`config.mk`:
```
export PLATFORM = sky130hd
export DESIGN_NAME = usb_sie_pkt_buf
export DESIGN_NICKNAME = d
export VERILOG_FILES = /design/src/rtl/usb_sie_pkt_buf.sv
export SDC_FILE = /design/constraint.sdc
export NUM_CORES = 1
export LEC_CHECK = 0
export CAP_MARGIN = 20
export CORE_MARGIN = 2
export CORE_UTILIZATION = 50
export CTS_CLUSTER_DIAMETER = 150
export DETAILED_ROUTE_END_ITERATION = 6
export MAX_ROUTING_LAYER = met4
export PLACE_DENSITY = 0.66
export SLEW_MARGIN = 20
export SYNTH_ARGS = -nofsm -noshare
export SYNTH_HDL_FRONTEND = slang
export SYNTH_SLANG_ARGS = --single-unit
```
`constraint.sdc`:
```
create_clock -name clk -period 5 [get_ports clk]
set_clock_uncertainty 0.2 [all_clocks]
set_input_delay 0.5 -clock clk [delete_from_list [all_inputs] [get_ports clk]]
set_output_delay 0.5 -clock clk [all_outputs]
set_load 0.01 [all_outputs]
```
`src/rtl/usb_sie_pkt_buf.sv`:
```
// Packet buffer between usb_sie and the protocol engine: committed-packet TX FIFO
// streaming to the SIE valid/ready port, plus a single-packet RX capture buffer.
module usb_sie_pkt_buf #(
  parameter int TX_DEPTH = 64,
  parameter int RX_DEPTH = 64,
  parameter int TX_AW    = $clog2(TX_DEPTH),
  parameter int RX_AW    = $clog2(RX_DEPTH)
) (
  input  logic             clk,
  input  logic             rst,
  output logic [7:0]       sie_tx_data,
  output logic             sie_tx_valid,
  input  logic             sie_tx_ready,
  input  logic             sie_rx_active,
  input  logic             sie_rx_valid,
  input  logic [7:0]       sie_rx_data,
  input  logic             sie_rx_error,
  input  logic [7:0]       tx_wr_data,
  input  logic             tx_wr_en,
  input  logic             tx_commit,
  input  logic             tx_flush,
  output logic             tx_full,
  output logic             tx_busy,
  output logic             tx_overflow,
  output logic             rx_pkt_valid,
  output logic [RX_AW:0]   rx_pkt_len,
  input  logic [RX_AW-1:0] rx_rd_addr,
  output logic [7:0]       rx_rd_data,
  input  logic             rx_pkt_ack,
  output logic             rx_drop
);
  typedef logic [TX_AW:0] tx_ptr_t;
  typedef logic [RX_AW:0] rx_cnt_t;
  typedef enum logic [1:0] {TX_IDLE, TX_SEND, TX_GAP} tx_state_e;

  // Each entry carries {end_of_packet, byte} so the reader knows where a packet stops.
  logic [8:0]       tx_mem [TX_DEPTH];
  tx_ptr_t          wr_ptr_q, wr_ptr_d, cm_ptr_q, cm_ptr_d, rd_ptr_q, rd_ptr_d;
  tx_ptr_t          eop_cnt_q, eop_cnt_d;
  tx_state_e        tx_st_q;
  logic             tx_full_q, tx_ovf_q, tx_vld_q, tx_last_q;
  logic [7:0]       tx_dat_q;
  logic             wr_acc, pop, pop_last;
  logic [TX_AW-1:0] rd_idx_nxt;
  logic [8:0]       head_cur, head_nxt;

  assign wr_acc     = tx_wr_en & ~tx_full_q & ~tx_flush;
  assign pop        = tx_vld_q & sie_tx_ready;
  assign pop_last   = pop & tx_last_q;
  assign rd_idx_nxt = rd_ptr_q[TX_AW-1:0] + TX_AW'(1);
  assign head_cur   = tx_mem[rd_ptr_q[TX_AW-1:0]];
  assign head_nxt   = tx_mem[rd_idx_nxt];

  always_comb begin
    wr_ptr_d  = wr_ptr_q;
    cm_ptr_d  = cm_ptr_q;
    rd_ptr_d  = rd_ptr_q + tx_ptr_t'(pop);
    eop_cnt_d = eop_cnt_q + tx_ptr_t'(wr_acc & tx_commit) - tx_ptr_t'(pop_last);
    if (tx_flush) begin
      wr_ptr_d = cm_ptr_q;
    end else if (wr_acc) begin
      wr_ptr_d = wr_ptr_q + tx_ptr_t'(1);
      if (tx_commit) cm_ptr_d = wr_ptr_q + tx_ptr_t'(1);
    end
  end

  always_ff @(posedge clk) begin
    if (rst && wr_acc) tx_mem[wr_ptr_q[TX_AW-1:0]] <= {tx_commit, tx_wr_data};
  end

  always_ff @(posedge clk) begin
    if (!rst) begin
      wr_ptr_q  <= '0;
      cm_ptr_q  <= '0;
      rd_ptr_q  <= '0;
      eop_cnt_q <= '0;
      tx_full_q <= 1'b0;
      tx_ovf_q  <= 1'b0;
      tx_st_q   <= TX_IDLE;
      tx_vld_q  <= 1'b0;
      tx_last_q <= 1'b0;
      tx_dat_q  <= '0;
    end else begin
      wr_ptr_q  <= wr_ptr_d;
      cm_ptr_q  <= cm_ptr_d;
      rd_ptr_q  <= rd_ptr_d;
      eop_cnt_q <= eop_cnt_d;
      tx_full_q <= (wr_ptr_d - rd_ptr_d) == tx_ptr_t'(TX_DEPTH);
      tx_ovf_q  <= tx_wr_en & tx_full_q;
      case (tx_st_q)
        TX_SEND: begin
          if (pop) begin
            if (tx_last_q) begin
              tx_st_q  <= TX_GAP;
              tx_vld_q <= 1'b0;
            end else begin
              {tx_last_q, tx_dat_q} <= head_nxt;
            end
          end
        end
        // GAP gives the SIE one idle cycle for EOP, then chains straight into a queued packet.
        default: begin
          tx_st_q <= TX_IDLE;
          if (eop_cnt_q != '0) begin
            tx_st_q               <= TX_SEND;
            tx_vld_q              <= 1'b1;
            {tx_last_q, tx_dat_q} <= head_cur;
          end
        end
      endcase
    end
  end

  assign sie_tx_data  = tx_dat_q;
  assign sie_tx_valid = tx_vld_q;
  assign tx_full      = tx_full_q;
  assign tx_overflow  = tx_ovf_q;
  assign tx_busy      = (eop_cnt_q != '0) | (tx_st_q != TX_IDLE);

  logic [7:0] rx_mem [RX_DEPTH];
  logic       rx_act_q, rx_bad_q, rx_bad_d, rx_over_q, rx_over_d, rx_disc_q;
  logic       rx_vld_q, rx_drop_q;
  rx_cnt_t    rx_idx_q, rx_idx_d, rx_len_q, rx_idx_cur;
  logic [7:0] rx_rd_q;
  logic       rx_start, rx_end, rx_disc_now, rx_wr, rx_good;

  assign rx_start    = sie_rx_active & ~rx_act_q;
  assign rx_end      = ~sie_rx_active & rx_act_q;
  // A held packet makes the new burst a discard unless it is acked in the start cycle.
  assign rx_disc_now = rx_start ? (rx_vld_q & ~rx_pkt_ack) : rx_disc_q;
  assign rx_idx_cur  = rx_start ? '0 : rx_idx_q;
  assign rx_wr       = sie_rx_active & sie_rx_valid & ~rx_disc_now &
                       (rx_idx_cur != rx_cnt_t'(RX_DEPTH));
  assign rx_good     = ~rx_bad_q & ~rx_over_q & ~rx_disc_q & (rx_idx_q != '0);

  always_comb begin
    rx_idx_d  = rx_idx_cur;
    rx_over_d = rx_start ? 1'b0 : rx_over_q;
    rx_bad_d  = (rx_start ? 1'b0 : rx_bad_q) | (sie_rx_active & sie_rx_error);
    if (sie_rx_active & sie_rx_valid) begin
      if (rx_idx_cur == rx_cnt_t'(RX_DEPTH)) rx_over_d = 1'b1;
      else                                   rx_idx_d  = rx_idx_cur + rx_cnt_t'(1);
    end
  end

  always_ff @(posedge clk) begin
    if (rx_wr) rx_mem[rx_idx_cur[RX_AW-1:0]] <= sie_rx_data;
  end

  always_ff @(posedge clk) begin
    if (!rst) begin
      rx_act_q  <= 1'b0;
      rx_bad_q  <= 1'b0;
      rx_over_q <= 1'b0;
      rx_disc_q <= 1'b0;
      rx_idx_q  <= '0;
      rx_len_q  <= '0;
      rx_vld_q  <= 1'b0;
      rx_drop_q <= 1'b0;
      rx_rd_q   <= '0;
    end else begin
      rx_act_q  <= sie_rx_active;
      rx_bad_q  <= rx_bad_d;
      rx_over_q <= rx_over_d;
      rx_disc_q <= rx_disc_now;
      rx_idx_q  <= rx_idx_d;
      rx_drop_q <= rx_end & ~rx_good;
      rx_rd_q   <= rx_mem[rx_rd_addr];
      if (rx_end && rx_good) begin
        rx_vld_q <= 1'b1;
        rx_len_q <= rx_idx_q;
      end else if (rx_pkt_ack) begin
        rx_vld_q <= 1'b0;
      end
    end
  end

  assign rx_pkt_valid = rx_vld_q;
  assign rx_pkt_len   = rx_len_q;
  assign rx_rd_data   = rx_rd_q;
  assign rx_drop      = rx_drop_q;
endmodule

```
==> impl_metrics.csv <==
group,metric,value,unit
outcome,status,"finished clean",
placed_design,hpwl,85000,um
logic_synthesis,synth_xor_area_share,0.536,%
logic_synthesis,synthCells,2634,
die,die_h,321,um
logic_synthesis,yosys_warnings,0,
timing,maxSlewViolCount,0,
die,floorplan.rows,116,
timing,hold_viol_final,0,
setup_path,critPathKind,"reg2reg",
setup_path,cp_data_required_time,5.12,ns
logic_synthesis,async_flop_share,0,%
timing,whs,0.0624,ns
setup_path,worstSetupEndpointType,"flop",
logic_synthesis,synthDistinctLibCells,60,
timing,tightestPinTransition,1.14,ns
routing,wl_per_cell,31.7,um
logic_synthesis,synth_fp_nets,2688,
logic_synthesis,synthMuxAreaShare,22.6,%
cts,htreeDepth,3,
logic_synthesis,synthAdderAreaFrac,0.563,%
final_layout,synthToLayoutAreaGrowth,12.2,%
die,die_w,321,um
timing,setup-tns-final,0,ns
power_and_ir_drop,irDropWorstVdd,322,uV
logic_synthesis,netlist_top_cells_count,"edfxtp_1, mux4_2, nor2_1, mux2i_1, clkbuf_1",
logic_synthesis,synth_top_family_by_area,"multiplexers",
timing,slew_headroom,23.6,%
routing,wl,131000,um
logic_synthesis,synth_top_area_cell,"edfxtp_1",
routing,drtPass1Iterations,7,
final_layout,fillers,7479,
logic_synthesis,synth_compound_area_share,3.07,%
grt,track_usage,26.3,%
hold_path,hold_class,"in2reg",
logic_synthesis,yosys.cell_count.top_type,"edfxtp_1",
cts,cts_setup_buffers,0,
grt,globalRouteOverflowTotal,0,
timing,finalSetupViolCount,0,
final_layout,nNetsFinal,2778,
logic_synthesis,synth_flop_cell,"edfxtp_1",
logic_synthesis,synth_top_area_share,65.1,%
logic_synthesis,synth_edf_count,1088,
setup_path,start_kind,"flop",
logic_synthesis,synth.avg_cell_area,19.1,um2
timing,rsz0062_at_grt,"false",
routing,vias_per_cell,6.62,
die,ioPinCount,61,
routing,ant_nets,0,
grt,grt_max_degree,105,
cts,cts_sinks,1158,
cts,clkTransAtPathRegs,0.06,ns
grt,antenna_found_initial,5,
logic_synthesis,syn_area,50200,um2
die,dieArea,103000,um2
placed_design,io_buffers,60,
logic_synthesis,yosysSeqAreaShare,67.8,%
cts,cts_tree,"built",
routing,drc_errors,0,
cts,clk_latency,0.72,ns
flow_run,cap_violations,0,
timing,max_freq,258,MHz
cts,cts_resized,0,
final_layout,fin_cells,4122,
routing,drtIter0Drc,3453,
routing,vias,27300,
placed_design,place_inst,3905,
final_layout,drive_above_1_share,26.7,%
cts,hold_buffers,0,
die,start_util,50.3,%
logic_synthesis,synth-seq-cells,1158,
cts,numCtsBuffers,115,
grt,first_global_vias,27100,
cts,cts_root_buffer,"clkbuf_16",
logic_synthesis,synthSimpleGateAreaFrac,3.50,%
power_and_ir_drop,cellLeakagePower,17.3,nW
setup_path,cp_max_fo,12,
timing,period_minus_slack,3.88,ns
die,core_area,99900,um2
power_and_ir_drop,p_per_area,405,nW/um2
placed_design,place.gp.congestion,0.889,
setup_path,critPathArrivalTime,4.00,ns
grt,grt_pass1_wl,190000,um
logic_synthesis,synth_area_leaders,"edfxtp_1, mux4_2, mux2i_1",
cts,clk_path_buf_depth,3,
timing,post-route-period-util,77.6,%
[power breakdown]
part	switching (mW)	internal (mW)
combinational	1.61	1.35
sequential	0.127	10.7
clock	3.72	5.34
[per-stage QoR]
stage | util, % | setup WS (ns) | area, um2 | total power [mW]
final | 56.5 | 1.12 | 56400 | 22.8
after global routing | 56.5 | 0.881 | 56400 | 23.5
after CTS | 56.4 | 1.13 | 56400 | 22.9
after detailed placement | 52.4 | 0.690 | 52400 | 14.0
after global placement | 52.4 | 0.799 | 52300 | 13.9
after floorplan | - | 0.972 | 50200 | 12.9
[logic make-up (layout without fill, tap and decap cells)]
family	Yosys count	after routing
AO/OA/AOI/OAI	230	230
multiplexers	611	611
XOR/XNOR	29	29
buffers and inverters	198	385
flip-flops	1158	1158
other	0	3
AND/OR/NAND/NOR	386	386
adder cells (fa/ha/maj)	22	22
[registers in the layout (all words and copies together), names as in the netlist, 2 cells and up]
signal	cells
rx_pkt_len	7
wr_ptr_q	7
rd_ptr_q	7
rx_mem	512
rx_rd_data	8
sie_tx_data	8
rx_idx_q	7
cm_ptr_q	7
eop_cnt_q	7
tx_st_q	2
tx_mem	576
[layer usage]
metal	vias to the layer above	share of wire [%]	global-route usage [%]	wire, um
met1	14400	41	37.6	53600
li1	11100	-	-	-
met2	1522	46	38.5	60300
met3	207	11	6.35	13700
met5	-	0	-	0
met4	0	2.3	6.21	2960
[layout by cell type, fill, tap and decap left out, drive strengths merged, types with 22 or more instances in the layout]
cell type         n
a21oi            40
a221oi           26
and2             22
buf             108
clkbuf          145
clkdlybuf4s50    40
clkinv           43
dfxtp            70
edfxtp         1088
inv              25
mux2             22
mux2i           171
mux4            418
nand2            67
nor2            187
o21ai            46
o22ai            30
[critical path, stage by stage (launching register included)]
cell	delay [ns]
dfxtp_1	0.81
or3_1	0.38
nor3_1	0.18
or3_1	0.39
a21oi_1	0.20
buf_4	0.27
nand2_1	0.38
nor2_1	0.67
[area by class of cell]
| type | count | area [um2] | share of cell area, % |
|---|---|---|---|
| antenna | 3 | 7.51 | 0.0133 |
| clock buffer | 144 | 3100 | 5.50 |
| clock inverter | 70 | 903 | 1.60 |
| inverter | 22 | 82.6 | 0.146 |
| multi-input combinational | 1278 | 15300 | 27.1 |
| sequential | 1158 | 34100 | 60.5 |
| tap | 1298 | 1620 | 2.88 |
| timing repair buffer | 149 | 1280 | 2.27 |
[path summary, 6_finish.rpt]
path                       start             to  slack, ns  cells after the start
setup / recovery     rx_idx_q[4]  rx_mem[47][2]       1.12                      7
hold / removal    sie_rx_data[4]  rx_mem[18][4]       0.06                      1
setup reg to reg     rx_idx_q[4]  rx_mem[47][2]       1.12                      7
hold reg to reg    rx_pkt_len[6]  rx_pkt_len[6]       0.28                      2
No activity file was read; power rests on OpenSTA's default activity.
